### config.mk
export PLATFORM = sky130hd
export DESIGN_NAME = rlgl_game_sequencer_flat
export DESIGN_NICKNAME = d
export VERILOG_FILES = /design/src/rtl/rlgl_game_sequencer_pkg.sv /design/src/rtl/rlgl_game_sequencer_if.sv /design/src/rtl/rlgl_game_sequencer_bcd_down_counter.sv /design/src/rtl/rlgl_game_sequencer.sv /design/src/flat_wrapper.sv
export SDC_FILE = /design/constraint.sdc
export NUM_CORES = 1
export LEC_CHECK = 0
export ABC_CLOCK_PERIOD_IN_PS = 8300
export CORE_MARGIN = 4
export CORE_UTILIZATION = 25
export CTS_BUF_LIST = sky130_fd_sc_hd__clkbuf_4
export DETAILED_ROUTE_END_ITERATION = 6
export GPL_TIMING_DRIVEN = 0
export HOLD_SLACK_MARGIN = 0.06
export PLACE_DENSITY = 0.53
export SLEW_MARGIN = 20
export SYNTH_ARGS = -nofsm -noshare
export SYNTH_HDL_FRONTEND = slang
export SYNTH_SLANG_ARGS = --single-unit
export TNS_END_PERCENT = 30
### constraint.sdc
create_clock -name clk -period 8.3 [get_ports clk]
set_input_delay 0.83 -clock clk [delete_from_list [all_inputs] [get_ports clk]]
set_output_delay 0.83 -clock clk [all_outputs]
set_load 0.02 [all_outputs]
### src/rtl/rlgl_game_sequencer_pkg.sv
// Shared types and constants for the red-light/green-light game sequencer.
package rlgl_pkg;

    typedef enum logic [1:0] {
        IDLE  = 2'd0,
        CHANT = 2'd1,
        WATCH = 2'd2,
        END   = 2'd3
    } state_e;

    localparam logic [1:0] COND_PLAY    = 2'd0;
    localparam logic [1:0] COND_SURVIVE = 2'd1;
    localparam logic [1:0] COND_DIE     = 2'd2;

    localparam logic [2:0] PIC_DIE   = 3'd0;
    localparam logic [2:0] PIC_LEFT  = 3'd1;
    localparam logic [2:0] PIC_MID   = 3'd2;
    localparam logic [2:0] PIC_RIGHT = 3'd3;
    localparam logic [2:0] PIC_MID2  = 3'd4;

    // Walk cycle left, mid, right, mid; anything unexpected restarts at left.
    function automatic logic [2:0] next_pic(input logic [2:0] pic);
        case (pic)
            PIC_LEFT:  return PIC_MID;
            PIC_MID:   return PIC_RIGHT;
            PIC_RIGHT: return PIC_MID2;
            default:   return PIC_LEFT;
        endcase
    endfunction

    // x^4 + x^3 + 1 Fibonacci LFSR, shifting towards the MSB.
    function automatic logic [3:0] lfsr_next(input logic [3:0] s);
        return {s[2:0], s[3] ^ s[2]};
    endfunction

endpackage

### src/rtl/rlgl_game_sequencer_if.sv
// Button-pulse inputs and renderer status outputs of the game sequencer.
interface rlgl_game_sequencer_if;
    logic       start;
    logic       p1_step;
    logic       p2_step;
    logic       black;
    logic       minute;
    logic [3:0] sec1;
    logic [3:0] sec0;
    logic [3:0] remain1;
    logic [3:0] remain0;
    logic [4:0] p1_pos;
    logic [4:0] p2_pos;
    logic [2:0] p1_pic;
    logic [2:0] p2_pic;
    logic [1:0] p1_cond;
    logic [1:0] p2_cond;
    logic       doll_watch;

    // Button side: drives pulses, watches status.
    modport master (
        output start, p1_step, p2_step,
        input  black, minute, sec1, sec0, remain1, remain0,
        input  p1_pos, p2_pos, p1_pic, p2_pic, p1_cond, p2_cond, doll_watch
    );

    // Sequencer side.
    modport slave (
        input  start, p1_step, p2_step,
        output black, minute, sec1, sec0, remain1, remain0,
        output p1_pos, p2_pos, p1_pic, p2_pic, p1_cond, p2_cond, doll_watch
    );
endinterface

### src/rtl/rlgl_game_sequencer_bcd_down_counter.sv
// Multi-digit BCD down-counter: load, decrement, saturates at all-zero.
// Digit 1 wraps to TENS_MAX on borrow (5 for seconds tens), others wrap to 9.
module bcd_down_counter #(
    parameter int                    DIGITS   = 2,
    parameter int                    TENS_MAX = 9,
    parameter logic [DIGITS*4-1:0]   RST_VAL  = '0
) (
    input  logic                    clk,
    input  logic                    rst,
    input  logic                    load_i,
    input  logic [DIGITS-1:0][3:0]  load_val_i,
    input  logic                    dec_i,
    output logic [DIGITS-1:0][3:0]  cnt_o,
    output logic                    zero_o
);

    logic [DIGITS-1:0][3:0] cnt_q, cnt_d;

    assign zero_o = (cnt_q == '0);
    assign cnt_o  = cnt_q;

    // Ripple a borrow up from the units digit; load wins over decrement.
    always_comb begin
        logic borrow;
        cnt_d  = cnt_q;
        borrow = dec_i & ~zero_o;
        for (int i = 0; i < DIGITS; i++) begin
            if (borrow) begin
                if (cnt_q[i] == 4'd0) begin
                    cnt_d[i] = (i == 1) ? 4'(TENS_MAX) : 4'd9;
                end else begin
                    cnt_d[i] = cnt_q[i] - 4'd1;
                    borrow   = 1'b0;
                end
            end
        end
        if (load_i) cnt_d = load_val_i;
    end

    // Counter register.
    always_ff @(posedge clk) begin
        if (rst) cnt_q <= RST_VAL;
        else     cnt_q <= cnt_d;
    end

endmodule

### src/rtl/rlgl_game_sequencer.sv
// Red-light/green-light game controller: phase sequencing, game clock,
// rounds counter and per-player position/animation/status.
module rlgl_game_sequencer
    import rlgl_pkg::*;
#(
    parameter int CLK_HZ      = 100_000_000,
    parameter int GAME_SEC    = 90,
    parameter int ROUNDS      = 12,
    parameter int GOAL_POS    = 30,
    parameter int CHANT_MIN_S = 2,
    parameter int WATCH_S     = 3
) (
    input  logic                  clk,
    input  logic                  rst,
    rlgl_game_sequencer_if.slave  bus
);

    localparam logic [1:0] S_IDLE  = IDLE;
    localparam logic [1:0] S_CHANT = CHANT;
    localparam logic [1:0] S_WATCH = WATCH;
    localparam logic [1:0] S_END   = END;

    localparam int PW = (CLK_HZ > 1) ? $clog2(CLK_HZ) : 1;

    // Initial m:ss and rounds, as BCD digits.
    localparam logic [11:0] CLK_INIT = {4'(GAME_SEC / 60), 4'((GAME_SEC % 60) / 10),
                                        4'(GAME_SEC % 10)};
    localparam logic [7:0]  REM_INIT = {4'(ROUNDS / 10), 4'(ROUNDS % 10)};

    logic [1:0]      state_q, state_d;
    logic [PW-1:0]   presc_q, presc_d;
    logic [7:0]      phase_q, phase_d;
    logic [3:0]      lfsr_q, lfsr_d;
    logic [1:0][4:0] pos_q, pos_d;
    logic [1:0][2:0] pic_q, pic_d;
    logic [1:0][1:0] cond_q, cond_d;
    logic            black_q, black_d;
    logic            watch_q, watch_d;

    logic            running, tick, expire;
    logic            game_load, rem_dec, enter_chant;
    logic [1:0]      step;
    logic [2:0][3:0] clk_cnt;
    logic [1:0][3:0] rem_cnt;
    logic            clk_zero, rem_zero;

    assign step    = {bus.p2_step, bus.p1_step};
    assign running = (state_q == S_CHANT) || (state_q == S_WATCH);
    assign tick    = running && (presc_q == PW'(CLK_HZ - 1));
    assign expire  = tick && (phase_q <= 8'd1);

    bcd_down_counter #(.DIGITS(3), .TENS_MAX(5), .RST_VAL(CLK_INIT)) u_clock (
        .clk(clk), .rst(rst), .load_i(game_load), .load_val_i(CLK_INIT),
        .dec_i(tick), .cnt_o(clk_cnt), .zero_o(clk_zero)
    );

    bcd_down_counter #(.DIGITS(2), .TENS_MAX(9), .RST_VAL(REM_INIT)) u_remain (
        .clk(clk), .rst(rst), .load_i(game_load), .load_val_i(REM_INIT),
        .dec_i(rem_dec), .cnt_o(rem_cnt), .zero_o(rem_zero)
    );

    // Steps are judged by the current state; then the phase/timeout transition.
    always_comb begin
        state_d     = state_q;
        phase_d     = phase_q;
        lfsr_d      = lfsr_q;
        pos_d       = pos_q;
        pic_d       = pic_q;
        cond_d      = cond_q;
        game_load   = 1'b0;
        rem_dec     = 1'b0;
        enter_chant = 1'b0;

        for (int p = 0; p < 2; p++) begin
            if (step[p] && cond_q[p] == COND_PLAY) begin
                if (state_q == S_CHANT) begin
                    pos_d[p] = pos_q[p] + 5'd1;
                    pic_d[p] = next_pic(pic_q[p]);
                    if (pos_q[p] + 5'd1 == 5'(GOAL_POS)) cond_d[p] = COND_SURVIVE;
                end else if (state_q == S_WATCH) begin
                    cond_d[p] = COND_DIE;
                    pic_d[p]  = PIC_DIE;
                end
            end
        end

        case (state_q)
            S_IDLE, S_END: begin
                if (bus.start) begin
                    game_load   = 1'b1;
                    enter_chant = 1'b1;
                    pos_d       = '0;
                    pic_d       = {PIC_MID, PIC_MID};
                    cond_d      = '0;
                end
            end
            default: begin
                if (tick) phase_d = phase_q - 8'd1;
                if (clk_zero || (cond_q[0] != COND_PLAY && cond_q[1] != COND_PLAY)) begin
                    state_d = S_END;
                end else if (expire) begin
                    if (state_q == S_CHANT) begin
                        state_d = S_WATCH;
                        phase_d = 8'(WATCH_S);
                        rem_dec = 1'b1;
                    end else if (!rem_zero) begin
                        enter_chant = 1'b1;
                    end else begin
                        state_d = S_END;
                    end
                end
            end
        endcase

        if (enter_chant) begin
            state_d = S_CHANT;
            phase_d = 8'(CHANT_MIN_S) + 8'(lfsr_q[1:0]);
            lfsr_d  = lfsr_next(lfsr_q);
        end

        // Anyone still playing when the game ends is caught.
        if (state_d == S_END && state_q != S_END) begin
            for (int p = 0; p < 2; p++) begin
                if (cond_d[p] == COND_PLAY) begin
                    cond_d[p] = COND_DIE;
                    pic_d[p]  = PIC_DIE;
                end
            end
        end
    end

    // 1 s prescaler: runs only while a phase is active, restarts on every state entry.
    always_comb begin
        if (state_d != state_q || tick || !running) presc_d = '0;
        else                                        presc_d = presc_q + PW'(1);
    end

    assign black_d = (state_d == S_IDLE);
    assign watch_d = (state_d == S_WATCH);

    // State and output registers.
    always_ff @(posedge clk) begin
        if (rst) begin
            state_q <= S_IDLE;
            presc_q <= '0;
            phase_q <= '0;
            lfsr_q  <= 4'b1001;
            pos_q   <= '0;
            pic_q   <= {PIC_MID, PIC_MID};
            cond_q  <= '0;
            black_q <= 1'b1;
            watch_q <= 1'b0;
        end else begin
            state_q <= state_d;
            presc_q <= presc_d;
            phase_q <= phase_d;
            lfsr_q  <= lfsr_d;
            pos_q   <= pos_d;
            pic_q   <= pic_d;
            cond_q  <= cond_d;
            black_q <= black_d;
            watch_q <= watch_d;
        end
    end

    // Minutes digit never exceeds 1, so any set bit means one minute.
    assign bus.black      = black_q;
    assign bus.minute     = |clk_cnt[2];
    assign bus.sec1       = clk_cnt[1];
    assign bus.sec0       = clk_cnt[0];
    assign bus.remain1    = rem_cnt[1];
    assign bus.remain0    = rem_cnt[0];
    assign bus.p1_pos     = pos_q[0];
    assign bus.p2_pos     = pos_q[1];
    assign bus.p1_pic     = pic_q[0];
    assign bus.p2_pic     = pic_q[1];
    assign bus.p1_cond    = cond_q[0];
    assign bus.p2_cond    = cond_q[1];
    assign bus.doll_watch = watch_q;

endmodule

### src/flat_wrapper.sv
// flat-port wrapper written by rule: the top's interface ports become plain ports
module rlgl_game_sequencer_flat import rlgl_pkg::*;
#(
    parameter int CLK_HZ      = 100_000_000,
    parameter int GAME_SEC    = 90,
    parameter int ROUNDS      = 12,
    parameter int GOAL_POS    = 30,
    parameter int CHANT_MIN_S = 2,
    parameter int WATCH_S     = 3
)
  (clk, rst, bus_start, bus_p1_step, bus_p2_step, bus_black, bus_minute, bus_sec1, bus_sec0, bus_remain1, bus_remain0, bus_p1_pos, bus_p2_pos, bus_p1_pic, bus_p2_pic, bus_p1_cond, bus_p2_cond, bus_doll_watch);
  rlgl_game_sequencer_if bus_i ();
  input  logic clk;
  input  logic rst;
  input wire logic [$bits(bus_i.start)-1:0] bus_start;
  input wire logic [$bits(bus_i.p1_step)-1:0] bus_p1_step;
  input wire logic [$bits(bus_i.p2_step)-1:0] bus_p2_step;
  output wire logic [$bits(bus_i.black)-1:0] bus_black;
  output wire logic [$bits(bus_i.minute)-1:0] bus_minute;
  output wire logic [$bits(bus_i.sec1)-1:0] bus_sec1;
  output wire logic [$bits(bus_i.sec0)-1:0] bus_sec0;
  output wire logic [$bits(bus_i.remain1)-1:0] bus_remain1;
  output wire logic [$bits(bus_i.remain0)-1:0] bus_remain0;
  output wire logic [$bits(bus_i.p1_pos)-1:0] bus_p1_pos;
  output wire logic [$bits(bus_i.p2_pos)-1:0] bus_p2_pos;
  output wire logic [$bits(bus_i.p1_pic)-1:0] bus_p1_pic;
  output wire logic [$bits(bus_i.p2_pic)-1:0] bus_p2_pic;
  output wire logic [$bits(bus_i.p1_cond)-1:0] bus_p1_cond;
  output wire logic [$bits(bus_i.p2_cond)-1:0] bus_p2_cond;
  output wire logic [$bits(bus_i.doll_watch)-1:0] bus_doll_watch;
  assign bus_i.start = bus_start;
  assign bus_i.p1_step = bus_p1_step;
  assign bus_i.p2_step = bus_p2_step;
  assign bus_black = bus_i.black;
  assign bus_minute = bus_i.minute;
  assign bus_sec1 = bus_i.sec1;
  assign bus_sec0 = bus_i.sec0;
  assign bus_remain1 = bus_i.remain1;
  assign bus_remain0 = bus_i.remain0;
  assign bus_p1_pos = bus_i.p1_pos;
  assign bus_p2_pos = bus_i.p2_pos;
  assign bus_p1_pic = bus_i.p1_pic;
  assign bus_p2_pic = bus_i.p2_pic;
  assign bus_p1_cond = bus_i.p1_cond;
  assign bus_p2_cond = bus_i.p2_cond;
  assign bus_doll_watch = bus_i.doll_watch;
  rlgl_game_sequencer #(.CLK_HZ(CLK_HZ), .GAME_SEC(GAME_SEC), .ROUNDS(ROUNDS), .GOAL_POS(GOAL_POS), .CHANT_MIN_S(CHANT_MIN_S), .WATCH_S(WATCH_S)) u_core (.clk(clk), .rst(rst), .bus(bus_i));
endmodule
# Yosys cells after proc, flatten, opt, wreduce, memory -nomap -nowiden
# Cells that the tools add are included.
# Widths: inputs -> output; s select.
[totals] regBits=83 latch_bits=0 ramBits=0 mem_bits_ro=0 in_bits=5 output_inout_bits=39 wordCells=146 memories=0
[op_classes] addsub=10 mul=0 div_mod_pow=0 n_lt_le_gt_ge=1 eq_ne=17 shifts=0 n_mux=66 bitwise=5 reduce_logical=30
[ops] op="$mux 8" count=6
[ops] op="$mux 2" count=16
[ops] op="$mux 4" count=8
[ops] op="$add 27x1->27 const B" count=1
[ops] op="$eq 27x27->1 const B" count=1
[ops] op="$mux 3" count=8
[ops] op="$logic_not 4->1" count=5
[ops] op="$mux 10" count=2
[ops] op="$mux 5" count=4
[ops] op="$sub 4x1->4 const B" count=5
[ops] op="$mux 6" count=3
[ops] op="$pmux 3 s3" count=2
[ops] op="$mux 1" count=17
[ops] op="$eq 3x2->1 const B" count=4
[ops] op="$logic_not 12->1" count=1
[ops] op="$logic_not 2->1" count=6
[ops] op="$add 5x1->5 const B" count=2
[ops] op="$eq 5x5->1 const B" count=2
[ops] op="$eq 2x2->1 const B" count=4
[ops] op="$le 8x1->1 const B" count=1
[ops] op="$logic_not 8->1" count=1
[ops] op="$sub 8x1->8 const B" count=1
[ops] op="$eq 3x1->1 const B" count=2
[ops] op="$logic_and 1x1->1" count=6
[ops] op="13 further kinds" count=21

# Depth between registers and ports, before layout
# Gate-level depths: netlist of run 1.
[logic_depth] ltp_word=12 depth_mapped=10 depth_no_buf=8

# Cells and area by module
# From an unflattened synthesis of run 1, not the netlist that was laid out.
[hier_totals] hier_cells=498 hier_area_um2=4287.9
[modules_own_cells] mod="rlgl_game_sequencer" n_inst=1 cells_per_inst=360 area_each_um2=3154.3 seq_area_each_um2=1261.2
[modules_own_cells] mod="bcd_down_counter at u_core.u_clock" n_inst=1 cells_per_inst=82 area_each_um2=658.1 seq_area_each_um2=240.2
[modules_own_cells] mod="bcd_down_counter at u_core.u_remain" n_inst=1 cells_per_inst=56 area_each_um2=475.5 seq_area_each_um2=160.2

# Worst setup path after synthesis of run 1
# Ideal clock, no wire load.
[synth_path] path_kind="register -> register" startpoint="register u_core.state_q[0]" endpoint="register u_core.u_remain.cnt_q, in the netlist u_core.u_remain.cnt_o[2]" setup_time_ns=0.066 arrival_time_ns=2.750 t_required_ns=8.234 path_slack_ns=5.484 path_stages_with_launch=11 n_path_buf=2 path_cell_list="dfxtp_1 > inv_1 > ha_1 > buf_4 > or2b_2 > nor3_2 > nand3_2 > or4_4 > buf_6 > or3b_4 > a21oi_2"
[synth_between] elab_chain_len=8 elab_cells_between_ends=15
[synth_lines] element="from (decl)" line="rlgl_game_sequencer.sv:30" rtl="logic [1:0] state_q, state_d;"
[synth_lines] element="from (signal assigned)" line="rlgl_game_sequencer.sv:154" rtl="state_q <= state_d;"
[synth_lines] element="$eq 2x1->1 or $eq 2x2->1 (tied branches)" line="rlgl_game_sequencer.sv:48, rlgl_game_sequencer.sv:102"
[synth_lines] element="$logic_or 1x1->1" line="rlgl_game_sequencer.sv:48" rtl="assign running = (state_q == S_CHANT) || (state_q == S_WATCH);"
[synth_lines] element="$logic_and 1x1->1" line="rlgl_game_sequencer.sv:49" rtl="assign tick = running && (presc_q == PW'(CLK_HZ - 1));"
[synth_lines] element="$logic_and 1x1->1" line="rlgl_game_sequencer.sv:50" rtl="assign expire = tick && (phase_q <= 8'd1);"
[synth_lines] element="$mux 1" line="rlgl_game_sequencer.sv:101" rtl="end else if (expire) begin"
[synth_lines] element="$mux 1" line="rlgl_game_sequencer.sv:99" rtl="if (clk_zero || (cond_q[0] != COND_PLAY && cond_q[1] != COND_PLAY)) begin"
[synth_lines] element="$mux 1" line="rlgl_game_sequencer.sv:87" rtl="case (state_q)"
[synth_lines] element="$and 1x1->1" line="rlgl_game_sequencer_bcd_down_counter.sv:26" rtl="borrow = dec_i & ~zero_o;"
[synth_lines] element="to (signal assigned)" line="rlgl_game_sequencer_bcd_down_counter.sv:43" rtl="else cnt_q <= cnt_d;"
[synth_lines] element="to (decl)" line="rlgl_game_sequencer_bcd_down_counter.sv:17" rtl="logic [DIGITS-1:0][3:0] cnt_q, cnt_d;"
# Several ways; a longest one is shown, not always the timed one.
# A chain may end at the register's enable or synchronous reset.

# Worst setup path after layout of run 1
[layout_path] startpoint="register u_core.state_q[0]" endpoint="register u_core.u_remain.cnt_q, in the netlist u_core.u_remain.cnt_o[5]"
[layout_between] elab_chain_len=9 elab_cells_between_ends=16
[layout_lines] element="$eq 2x1->1 or $eq 2x2->1 (tied branches)" line="rlgl_game_sequencer.sv:48, rlgl_game_sequencer.sv:102"
[layout_lines] element="$logic_or 1x1->1" line="rlgl_game_sequencer.sv:48"
[layout_lines] element="$logic_and 1x1->1" line="rlgl_game_sequencer.sv:49"
[layout_lines] element="$logic_and 1x1->1" line="rlgl_game_sequencer.sv:50"
[layout_lines] element="$mux 1" line="rlgl_game_sequencer.sv:101"
[layout_lines] element="$mux 1" line="rlgl_game_sequencer.sv:99"
[layout_lines] element="$mux 1" line="rlgl_game_sequencer.sv:87"
[layout_lines] element="$and 1x1->1" line="rlgl_game_sequencer_bcd_down_counter.sv:26"
[layout_lines] element="$mux 1" line="rlgl_game_sequencer_bcd_down_counter.sv:28" rtl="if (borrow) begin"
# Several ways; a longest one is shown, not always the timed one.

==> results of run 1 <==
kinds of logic after synthesis:
logic type	Yosys count
AOI/OAI and AO/OA	71
and+or+nand+nor	248
muxes	8
DFF	83
xor gates and xnor gates	43
buffers and inverters	38
adders and majority gates	10
final timing paths:
check / end / slack, ps
setup / recovery: u_core.u_remain.cnt_o[5] / 5120
setup reg to reg: u_core.u_remain.cnt_o[5] / 5120
hold / removal: u_core.u_clock.cnt_o[11] / 450
hold reg to reg: u_core.u_clock.cnt_o[11] / 450
cells in the mapped netlist, types with 8 or more instances:
master and number:
nand2b_1 8, nor3_1 9, o21ai_0 15, nor2_1 68
clkbuf_1 9, a31oi_1 8, nand2_1 55, inv_1 14
xor2_1 25, dfxtp_1 83, nand4_1 16, nand3_1 24
xnor2_1 18, buf_4 9, nor4_1 10, a21oi_1 18
ha_1 10
where the power goes:
| part | switching, mW | internal, mW |
|---|---|---|
| sequential | 0.00658 | 0.404 |
| combinational | 0.0384 | 0.0230 |
| clock | 0.152 | 0.0936 |
metal layers:
metal	part of all wire, %	vias to the layer above	track usage (%)
li1	-	1867	-
met2	48	73	18.78
met5	0	-	0
met4	0.55	0	2.860
met3	5.2	4	3.936
met1	46	1745	13.50
flip-flops by register name, summed over array words and instances (netlist names):
name                   cells
u_core.bus.black           1
u_core.bus.p1_pos          5
u_core.u_clock.cnt_o      12
u_core.presc_q            27
u_core.u_remain.cnt_o      8
u_core.bus.p2_cond         2
u_core.bus.p2_pic          3
u_core.bus.p1_pic          3
u_core.bus.p2_pos          5
u_core.bus.doll_watch      1
u_core.bus.p1_cond         2
u_core.state_q             2
u_core.phase_q             8
u_core.lfsr_q              4
final cells by class:
class | count | area (um^2)
clock buffers | 9 | 67.56
well taps | 220 | 275.3
inverters | 14 | 52.55
repair buffers | 43 | 430.4
multi-input cells | 380 | 2392
flip-flops and latches | 83 | 1662
clock inverters | 7 | 77.57
plain buffers | 24 | 150.1
fillers | 1738 | 11480
critical path, stage by stage, from the launching register on:
cell     delay (ps)
dfxtp_1         490
inv_1            70
ha_1            290
buf_4           180
or2b_2          320
or4_1           480
nor4_2          390
nand4_1         280
or4_1           480
a21oi_1         140
through the flow:
stage               util [%]  worst slack, ps  hold slack [ps]  area (um^2)
global route           30.80             4947            472.6         5107
floorplan                  -             5484            411.7         4238
CTS                    30.72             5107            455.1         5095
detailed placement     29.85             5125            435.3         4950
finish                 30.80             5120            450.0         5107
global placement       29.81             5143            421.6         4943
==> impl_metrics.env, run 1 <==
export IMPL_outcome="finished, final reports clean"
export IMPL_synth_top_family_by_area="simple AND/OR/NAND/NOR gates"
export IMPL_hold_class="reg -> reg"
export IMPL_synth_compound_area_share_pct=11.34
export IMPL_cts_made_buffers=9
export IMPL_critical_path_required_ps=8720
export IMPL_fin_skew_ps=23.02
export IMPL_routedWlPerCell_um=13.29
export IMPL_synth_top_area_share_pct=39.21
export IMPL_netlist_cell_type_count=61
export IMPL_startpoint_type="flip-flop"
export IMPL_vias_per_cell=4.729
export IMPL_ir_drop_uv=59.17
export IMPL_muxShareOfSynthArea_pct=1.949
export IMPL_hold_viol=0
export IMPL_synth_area_um2=4238
export IMPL_grt_usage_pct=11.11
export IMPL_setup_violations=0
export IMPL_ys_flop_type="dfxtp_1"
export IMPL_finalMaxSlewViolations=0
export IMPL_layout_commonest_cell="dfxtp_1"
export IMPL_n_antenna_cell=0
export IMPL_die_height_um=138.2
export IMPL_cts_resized=0
export IMPL_ys_seq_area_share_pct=39.21
export IMPL_layout_drive_gt1_share_pct=10.00
export IMPL_syn_num_nets=516
export IMPL_synth_fa_ha_area_share_pct=2.952
export IMPL_cts_buffer_depth=2
export IMPL_worstRegToRegCells=9
export IMPL_clock_latency_ps=480
export IMPL_ys_top_cells_by_area="dfxtp_1, nor2_1, xor2_1, nand2_1, xnor2_1"
export IMPL_slew_limit_headroom_pct=45.51
export IMPL_antenna_found_initial=0
export IMPL_synthToLayoutAreaGrowth_pct=20.52
export IMPL_fp_dieArea_um2=19100
export IMPL_synth_xor_area_share_pct=8.887
export IMPL_hold_depth=2
export IMPL_vias=3689
export IMPL_grt_ovfl_total=0
export IMPL_wl_mm=10.36
export IMPL_critPathLaunch="u_core.state_q[0]"
export IMPL_rsz0062_at_grt="false"
export IMPL_finalCritPeriodShare_pct=38.32
export IMPL_nets=570
export IMPL_fp_row_count=47
export IMPL_yosys_area_share_simple_pct=30.88
export IMPL_clk_pin_slew_ps=150
export IMPL_syn_area_per_cell_um2=8.459
export IMPL_place_inst=764
export IMPL_ys_ff_latch=83
export IMPL_tightest_slew_ps=817.3
export IMPL_die_width_um=138.2
export IMPL_cap_violations=0
export IMPL_yosysTopAreaCell="dfxtp_1"
export IMPL_firstDrtPassIters=5
export IMPL_hp_start="u_core.u_clock.cnt_o[11]"
export IMPL_start_util_pct=25.55
export IMPL_synth_edf_count=0
export IMPL_power_total_uw=718.0
export IMPL_cts_tree="built"
export IMPL_crit_fanout=10
export IMPL_cts_root_buffer="clkbuf_4"
export IMPL_async_reset_ff_share_pct=0
export IMPL_p_per_area_nw_per_um2=140.6
export IMPL_leakagePower_nw=1.852
export IMPL_clock_fmax_mhz=314.4
export IMPL_port_buffers=43
export IMPL_grt_pass1_wl_mm=17.71
export IMPL_r2r_start="u_core.state_q[0]"
export IMPL_grt_max_degree=16
export IMPL_setup_tns_ps=0
export IMPL_grt_pass1_vias=3628
export IMPL_htree_num_levels=3
export IMPL_drc=0
export IMPL_gp_congestion=0.8034
export IMPL_crit_type="reg -> reg"
export IMPL_layout_cells_non_filler=780
export IMPL_clock_sinks=83
export IMPL_hold_buffers=0
export IMPL_core_area_um2=16580
export IMPL_ys_warn_count=0
export IMPL_dp_hpwl_mm=7.578
export IMPL_io_pins=44
export IMPL_arrival_ps=3600
export IMPL_endpoint_kind="flip-flop"
export IMPL_synth_cells=501
export IMPL_ant_nets=0
export IMPL_drtIter0Drc=179
export IMPL_layout_common_cells="dfxtp_1, nor2_1, nand2_1"
export IMPL_post_cts_buffers=0
export IMPL_period_minus_slack_ps=3180
(Power assumes the default switching activity.)
==> run 2, diff against run 1 <==
--- a/config.mk
+++ b/config.mk
@@ -5,14 +5,14 @@
 export SDC_FILE = /design/constraint.sdc
 export NUM_CORES = 1
 export LEC_CHECK = 0
-export ABC_CLOCK_PERIOD_IN_PS = 8300
+export ABC_CLOCK_PERIOD_IN_PS = 2780
 export CORE_MARGIN = 4
 export CORE_UTILIZATION = 25
 export CTS_BUF_LIST = sky130_fd_sc_hd__clkbuf_4
 export DETAILED_ROUTE_END_ITERATION = 6
 export GPL_TIMING_DRIVEN = 0
 export HOLD_SLACK_MARGIN = 0.06
-export PLACE_DENSITY = 0.53
+export PLACE_DENSITY = 0.54
 export SLEW_MARGIN = 20
 export SYNTH_ARGS = -nofsm -noshare
 export SYNTH_HDL_FRONTEND = slang
==> constraint.sdc (replaced) <==
create_clock -name clk -period 2.78 [get_ports clk]
set_input_delay 0.278 -clock clk [delete_from_list [all_inputs] [get_ports clk]]
set_output_delay 0.278 -clock clk [all_outputs]
set_load 0.02 [all_outputs]
==> impl_metrics.env, run 2 (synthesized netlist as in run 1, its figures left out) <==
export IMPL_finalCritPeriodShare_pct=95.13
export IMPL_port_buffers=43
export IMPL_ant_nets=0
export IMPL_crit_fanout=10
export IMPL_htree_num_levels=3
export IMPL_combPwrFrac_pct=9.9
export IMPL_multi_input_area_um2=2462
export IMPL_grt_pass1_wl_mm=17.97
export IMPL_core_area_um2=16580
export IMPL_layout_commonest_cell="dfxtp_1"
export IMPL_largest_reg_flops=27
export IMPL_grt_pass1_vias=3725
export IMPL_worstRegToRegCells=10
export IMPL_setup_violations=0
export IMPL_startpoint_type="flip-flop"
export IMPL_n_antenna_cell=0
export IMPL_fp_row_count=47
export IMPL_dp_hpwl_mm=7.737
export IMPL_die_height_um=138.2
export IMPL_drc=0
export IMPL_power_internal_mw=1.493
export IMPL_cts_made_buffers=9
export IMPL_fin_skew_ps=24.40
export IMPL_routedWlPerCell_um=13.32
export IMPL_tightest_slew_ps=771.1
export IMPL_pre_cts_ws_ps=-337.0
export IMPL_period_minus_slack_ps=2645
export IMPL_p_clk_share_pct=32.1
export IMPL_rsz0062_at_grt="false"
export IMPL_clock_fmax_mhz=378.1
export IMPL_endpoint_kind="flip-flop"
export IMPL_drtIter0Drc=152
export IMPL_fin_ws_ps=135.5
export IMPL_leakagePower_nw=1.964
export IMPL_seq_area_um2=1668
export IMPL_cts_root_buffer="clkbuf_4"
export IMPL_io_pins=44
export IMPL_vias_per_cell=4.752
export IMPL_die_width_um=138.2
export IMPL_hold_viol=0
export IMPL_layout_drive_gt1_share_pct=14.36
export IMPL_seq_power_share_pct=58.0
export IMPL_grt_ovfl_total=0
export IMPL_crit_type="reg -> reg"
export IMPL_layout_common_cells="dfxtp_1, nor2_1, nand2_1"
export IMPL_fp_dieArea_um2=19100
export IMPL_largest_register="u_core.presc_q"
export IMPL_cts_buffer_depth=2
export IMPL_start_util_pct=25.55
export IMPL_n_fill_cell=1770
export IMPL_grt_usage_pct=11.33
export IMPL_finalMaxSlewViolations=0
export IMPL_setup_tns_ps=0
export IMPL_wl_mm=10.63
export IMPL_vias=3792
export IMPL_arrival_ps=3070
export IMPL_synthToLayoutAreaGrowth_pct=25.36
export IMPL_outcome="finished, final reports clean"
export IMPL_crit_end="u_core.u_remain.cnt_o[2]"
export IMPL_critPathLaunch="u_core.state_q[0]"
export IMPL_gp_congestion=0.8093
export IMPL_clk_pin_slew_ps=160
export IMPL_p_per_area_nw_per_um2=397.0
export IMPL_p_switching_uw=616.4
export IMPL_hold_class="reg -> reg"
export IMPL_regToRegEndpoint="u_core.u_remain.cnt_o[2]"
export IMPL_postPlaceCellArea_um2=4957
export IMPL_critical_path_required_ps=3210
export IMPL_swShare_pct=29.22
export IMPL_place_inst=764
export IMPL_clock_latency_ps=480
export IMPL_r2r_start="u_core.state_q[0]"
export IMPL_grt_max_degree=17
export IMPL_r2r_slack_ps=140
export IMPL_clock_sinks=83
export IMPL_nets=588
export IMPL_final_cell_area_um2=5313
export IMPL_layout_cells_non_filler=798
export IMPL_ir_drop_uv=167.9
export IMPL_cts_tree="built"
export IMPL_cap_violations=0
export IMPL_firstDrtPassIters=4
export IMPL_slew_limit_headroom_pct=48.17
export IMPL_antenna_found_initial=0
==> run 2: cell count changes in the layout (fill, tap and decap cells not counted), sizes merged <==
cell	previous run	this run
buf	15	32
clkbuf	18	19
clkinv	4	3
inv	15	17
bufinv	1	0
==> run 2: what timing repair did <==
item,in CTS,in global routing
pin swaps,8,6
gates resized for setup,9,12
hold buffers,0,0
cloned,0,0
setup buffers,9,9
setup endpoints to repair,56,51
==> run 2: worst min path at each step <==
stage                                        start                        to  slack [ps]  cells after the start
final                     u_core.u_clock.cnt_o[11]  u_core.u_clock.cnt_o[11]         480                      2
after floorplan           u_core.u_clock.cnt_o[11]  u_core.u_clock.cnt_o[11]         410                      2
after global placement    u_core.u_clock.cnt_o[11]  u_core.u_clock.cnt_o[11]         420                      2
after CTS                 u_core.u_clock.cnt_o[11]  u_core.u_clock.cnt_o[11]         480                      2
after detailed placement  u_core.u_clock.cnt_o[11]  u_core.u_clock.cnt_o[11]         460                      2
after global routing             u_core.presc_q[0]         u_core.presc_q[0]         500                      1
==> run 2: layout make-up <==
class,instances,area share (%)
plain buffers,24,3.015
clock buffers,9,1.272
clock inverters,7,1.154
inverters,14,0.9892
multi-input cells,380,46.35
flip-flops and latches,83,31.39
well taps,220,5.181
repair buffers,61,10.65
==> run 2: worst max-delay path, cell delays in order (launching register included) <==
cell and delay (ps):
dfxtp_4 370, inv_1 80, ha_4 200, buf_6 120, or2b_4 260, nor3_4 200
nand3_4 150, or4_4 550, buf_6 150, or3b_4 390, a21oi_2 120
==> run 2: metal layers <==
| layer | vias up | routed length [um] | share of wire [%] | track usage (%) |
|---|---|---|---|---|
| met5 | - | 0 | 0 | 0 |
| met4 | 0 | 161 | 1.5 | 4.212 |
| met3 | 12 | 501 | 4.7 | 3.384 |
| met2 | 76 | 5082 | 48 | 19.12 |
| met1 | 1784 | 4886 | 46 | 13.65 |
| li1 | 1920 | - | - | - |
==> run 2: power groups by stage <==
stage	sequential (mW)	clock, mW	combinational (mW)
6_report	1.22	0.676	0.209
5_1_grt	1.23	0.750	0.231
4_1_cts	1.22	0.714	0.194
3_5_place_dp	1.25	0	0.183
3_3_place_gp	1.25	0	0.181
2_1_floorplan	1.25	0	0.116
==> run 2: metrics by stage <==
stage	utilization, %	hold slack (ps)	power, mW
final	32.04	481.1	2.109
after global routing	32.04	500.3	2.208
after CTS	31.41	476.7	2.132
after detailed placement	29.89	456.4	1.435
after global placement	29.86	423.1	1.432
after floorplan	-	411.7	1.370
==> run 3, diff against run 2 <==
--- a/config.mk
+++ b/config.mk
@@ -6,7 +6,7 @@
 export NUM_CORES = 1
 export LEC_CHECK = 0
 export ABC_CLOCK_PERIOD_IN_PS = 2780
-export CORE_MARGIN = 4
+export CORE_MARGIN = 3
 export CORE_UTILIZATION = 25
 export CTS_BUF_LIST = sky130_fd_sc_hd__clkbuf_4
 export DETAILED_ROUTE_END_ITERATION = 6
==> impl_metrics.env, run 3 (synthesized netlist as in run 1, its figures left out) <==
export IMPL_fin_ws_ps=112.5
export IMPL_slew_limit_headroom_pct=49.17
export IMPL_dp_hpwl_mm=7.532
export IMPL_outcome="finished, final reports clean"
export IMPL_layout_drive_gt1_share_pct=13.64
export IMPL_crit_type="reg -> reg"
export IMPL_vias_per_cell=4.783
export IMPL_start_util_pct=26.11
export IMPL_clock_sinks=83
export IMPL_die_height_um=136.2
export IMPL_startpoint_type="flip-flop"
export IMPL_fp_dieArea_um2=18550
export IMPL_n_antenna_cell=0
export IMPL_period_minus_slack_ps=2668
export IMPL_grt_ovfl_total=0
export IMPL_cp_cell_sequence="inv_1 -> ha_1 -> buf_6 -> or2b_4 -> or3_1 -> nor2_1 -> a31oi_2 -> a21oi_4 -> buf_4 -> nor2_1"
export IMPL_layout_common_cells="dfxtp_1, nor2_1, nand2_1"
export IMPL_cts_made_buffers=9
export IMPL_hold_depth=2
export IMPL_routedWlPerCell_um=13.38
export IMPL_nets=583
export IMPL_vias=3769
export IMPL_fp_row_count=46
export IMPL_tightest_slew_ps=756.2
export IMPL_slowest_delay_ps=410
export IMPL_grt_pass1_vias=3576
export IMPL_gp_congestion=0.7915
export IMPL_clock_latency_ps=460
export IMPL_die_width_um=136.2
export IMPL_seq_area_um2=1667
export IMPL_fin_skew_ps=30.66
export IMPL_largest_register="u_core.presc_q"
export IMPL_grt_pass1_wl_mm=17.44
export IMPL_cpMaxStageDelayCell="or3_1"
export IMPL_path_common_cell="nor2_1"
export IMPL_layout_commonest_cell="dfxtp_1"
export IMPL_multi_input_area_um2=2460
export IMPL_cap_violations=0
export IMPL_synthToLayoutAreaGrowth_pct=25.10
export IMPL_hold_class="reg -> reg"
export IMPL_wl_mm=10.55
export IMPL_drtIter0Drc=199
export IMPL_grt_max_degree=15
export IMPL_cts_buffer_depth=2
export IMPL_n_fill_cell=1721
export IMPL_rsz0062_at_grt="true"
export IMPL_port_buffers=43
export IMPL_setup_violations=0
export IMPL_pre_cts_ws_ps=-375.8
export IMPL_hold_slack_ps=445.6
export IMPL_drc=0
export IMPL_finalMaxSlewViolations=0
export IMPL_largest_reg_flops=27
export IMPL_clk_pin_slew_ps=150
export IMPL_clock_fmax_mhz=374.9
export IMPL_ant_nets=0
export IMPL_io_pins=44
export IMPL_leakagePower_nw=1.958
export IMPL_critical_path_required_ps=3130
export IMPL_grt_usage_pct=11.58
export IMPL_endpoint_kind="flip-flop"
export IMPL_hold_viol=0
export IMPL_firstDrtPassIters=4
export IMPL_ir_drop_uv=230.3
export IMPL_cts_root_buffer="clkbuf_4"
export IMPL_arrival_ps=3020
export IMPL_worstRegToRegCells=10
export IMPL_cts_tree="built"
export IMPL_finalCritPeriodShare_pct=95.95
export IMPL_htree_num_levels=3
export IMPL_p_per_area_nw_per_um2=421.6
export IMPL_antenna_found_initial=0
export IMPL_crit_fanout=10
export IMPL_core_area_um2=16230
==> run 3: cell count changes in the layout (fill, tap and decap cells not counted), sizes merged <==
cell,previous run,this run
buf,32,28
bufinv,0,2
clkbuf,19,18
clkinv,3,2
inv,17,15
==> run 3: where the power goes <==
part           leakage, nW  total, mW  switching [mW]  internal, mW
logic                 1.21      0.205           0.122        0.0834
registers            0.672       1.22          0.0178          1.21
clock network       0.0800      0.806           0.444         0.361
==> run 3: worst max-delay path, delay by kind of cell, from the launching register on <==
kind	cells	cell delay (ps)
AND/OR/NAND/NOR	4	970
adder cells (fa/ha/maj)	1	290
AO/OA/AOI/OAI	2	530
buffers and inverters	3	400
flip-flops	1	370
==> run 3: stage by stage <==
| stage | TNS (ps) | power [mW] | util (%) | instances | area (um^2) |
|---|---|---|---|---|---|
| floorplan | 0 | 1.370 | - | 501 | 4245 |
| global placement | -8262 | 1.432 | 30.47 | 760 | 4946 |
| detailed placement | -9552 | 1.435 | 30.51 | 760 | 4952 |
| CTS | 0 | 2.251 | 32.23 | 783 | 5231 |
| global route | -128.3 | 2.340 | 32.66 | 788 | 5301 |
| finish | 0 | 2.235 | 32.66 | 788 | 5301 |
==> run 3: final cells by class <==
| class | count | area share, % |
|---|---|---|
| multi-input cells | 380 | 46.40 |
| flip-flops and latches | 83 | 31.44 |
| repair buffers | 57 | 10.10 |
| well taps | 216 | 5.098 |
| plain buffers | 23 | 3.021 |
| clock inverters | 6 | 1.676 |
| clock buffers | 9 | 1.274 |
| inverters | 14 | 0.9913 |
==> run 3: timing repair <==
action | CTS | global route
pin swaps | 8 | 9
endpoints found under the hold margin | 0 | 0
hold buffers | 0 | 0
buffers inserted | 8 | 6
cloned | 0 | 0
setup endpoints to repair | 51 | 46
resized for setup | 11 | 16
==> run 3: final timing paths <==
kind,to,slack [ps],start
worst max-delay path,u_core.presc_q[20],110,u_core.state_q[0]
worst min-delay path,u_core.u_clock.cnt_o[11],450,u_core.u_clock.cnt_o[11]
worst max register to register,u_core.presc_q[20],110,u_core.state_q[0]
worst min register to register,u_core.u_clock.cnt_o[11],450,u_core.u_clock.cnt_o[11]
==> run 3: per-layer routing <==
metal,global-route usage [%],part of all wire [%],wire (um),up-vias
li1,-,-,-,1903
met1,15.00,48,5017,1794
met2,19.01,48,5023,58
met3,2.184,3.2,337,14
met4,4.591,1.6,168,0
met5,0,0,0,-
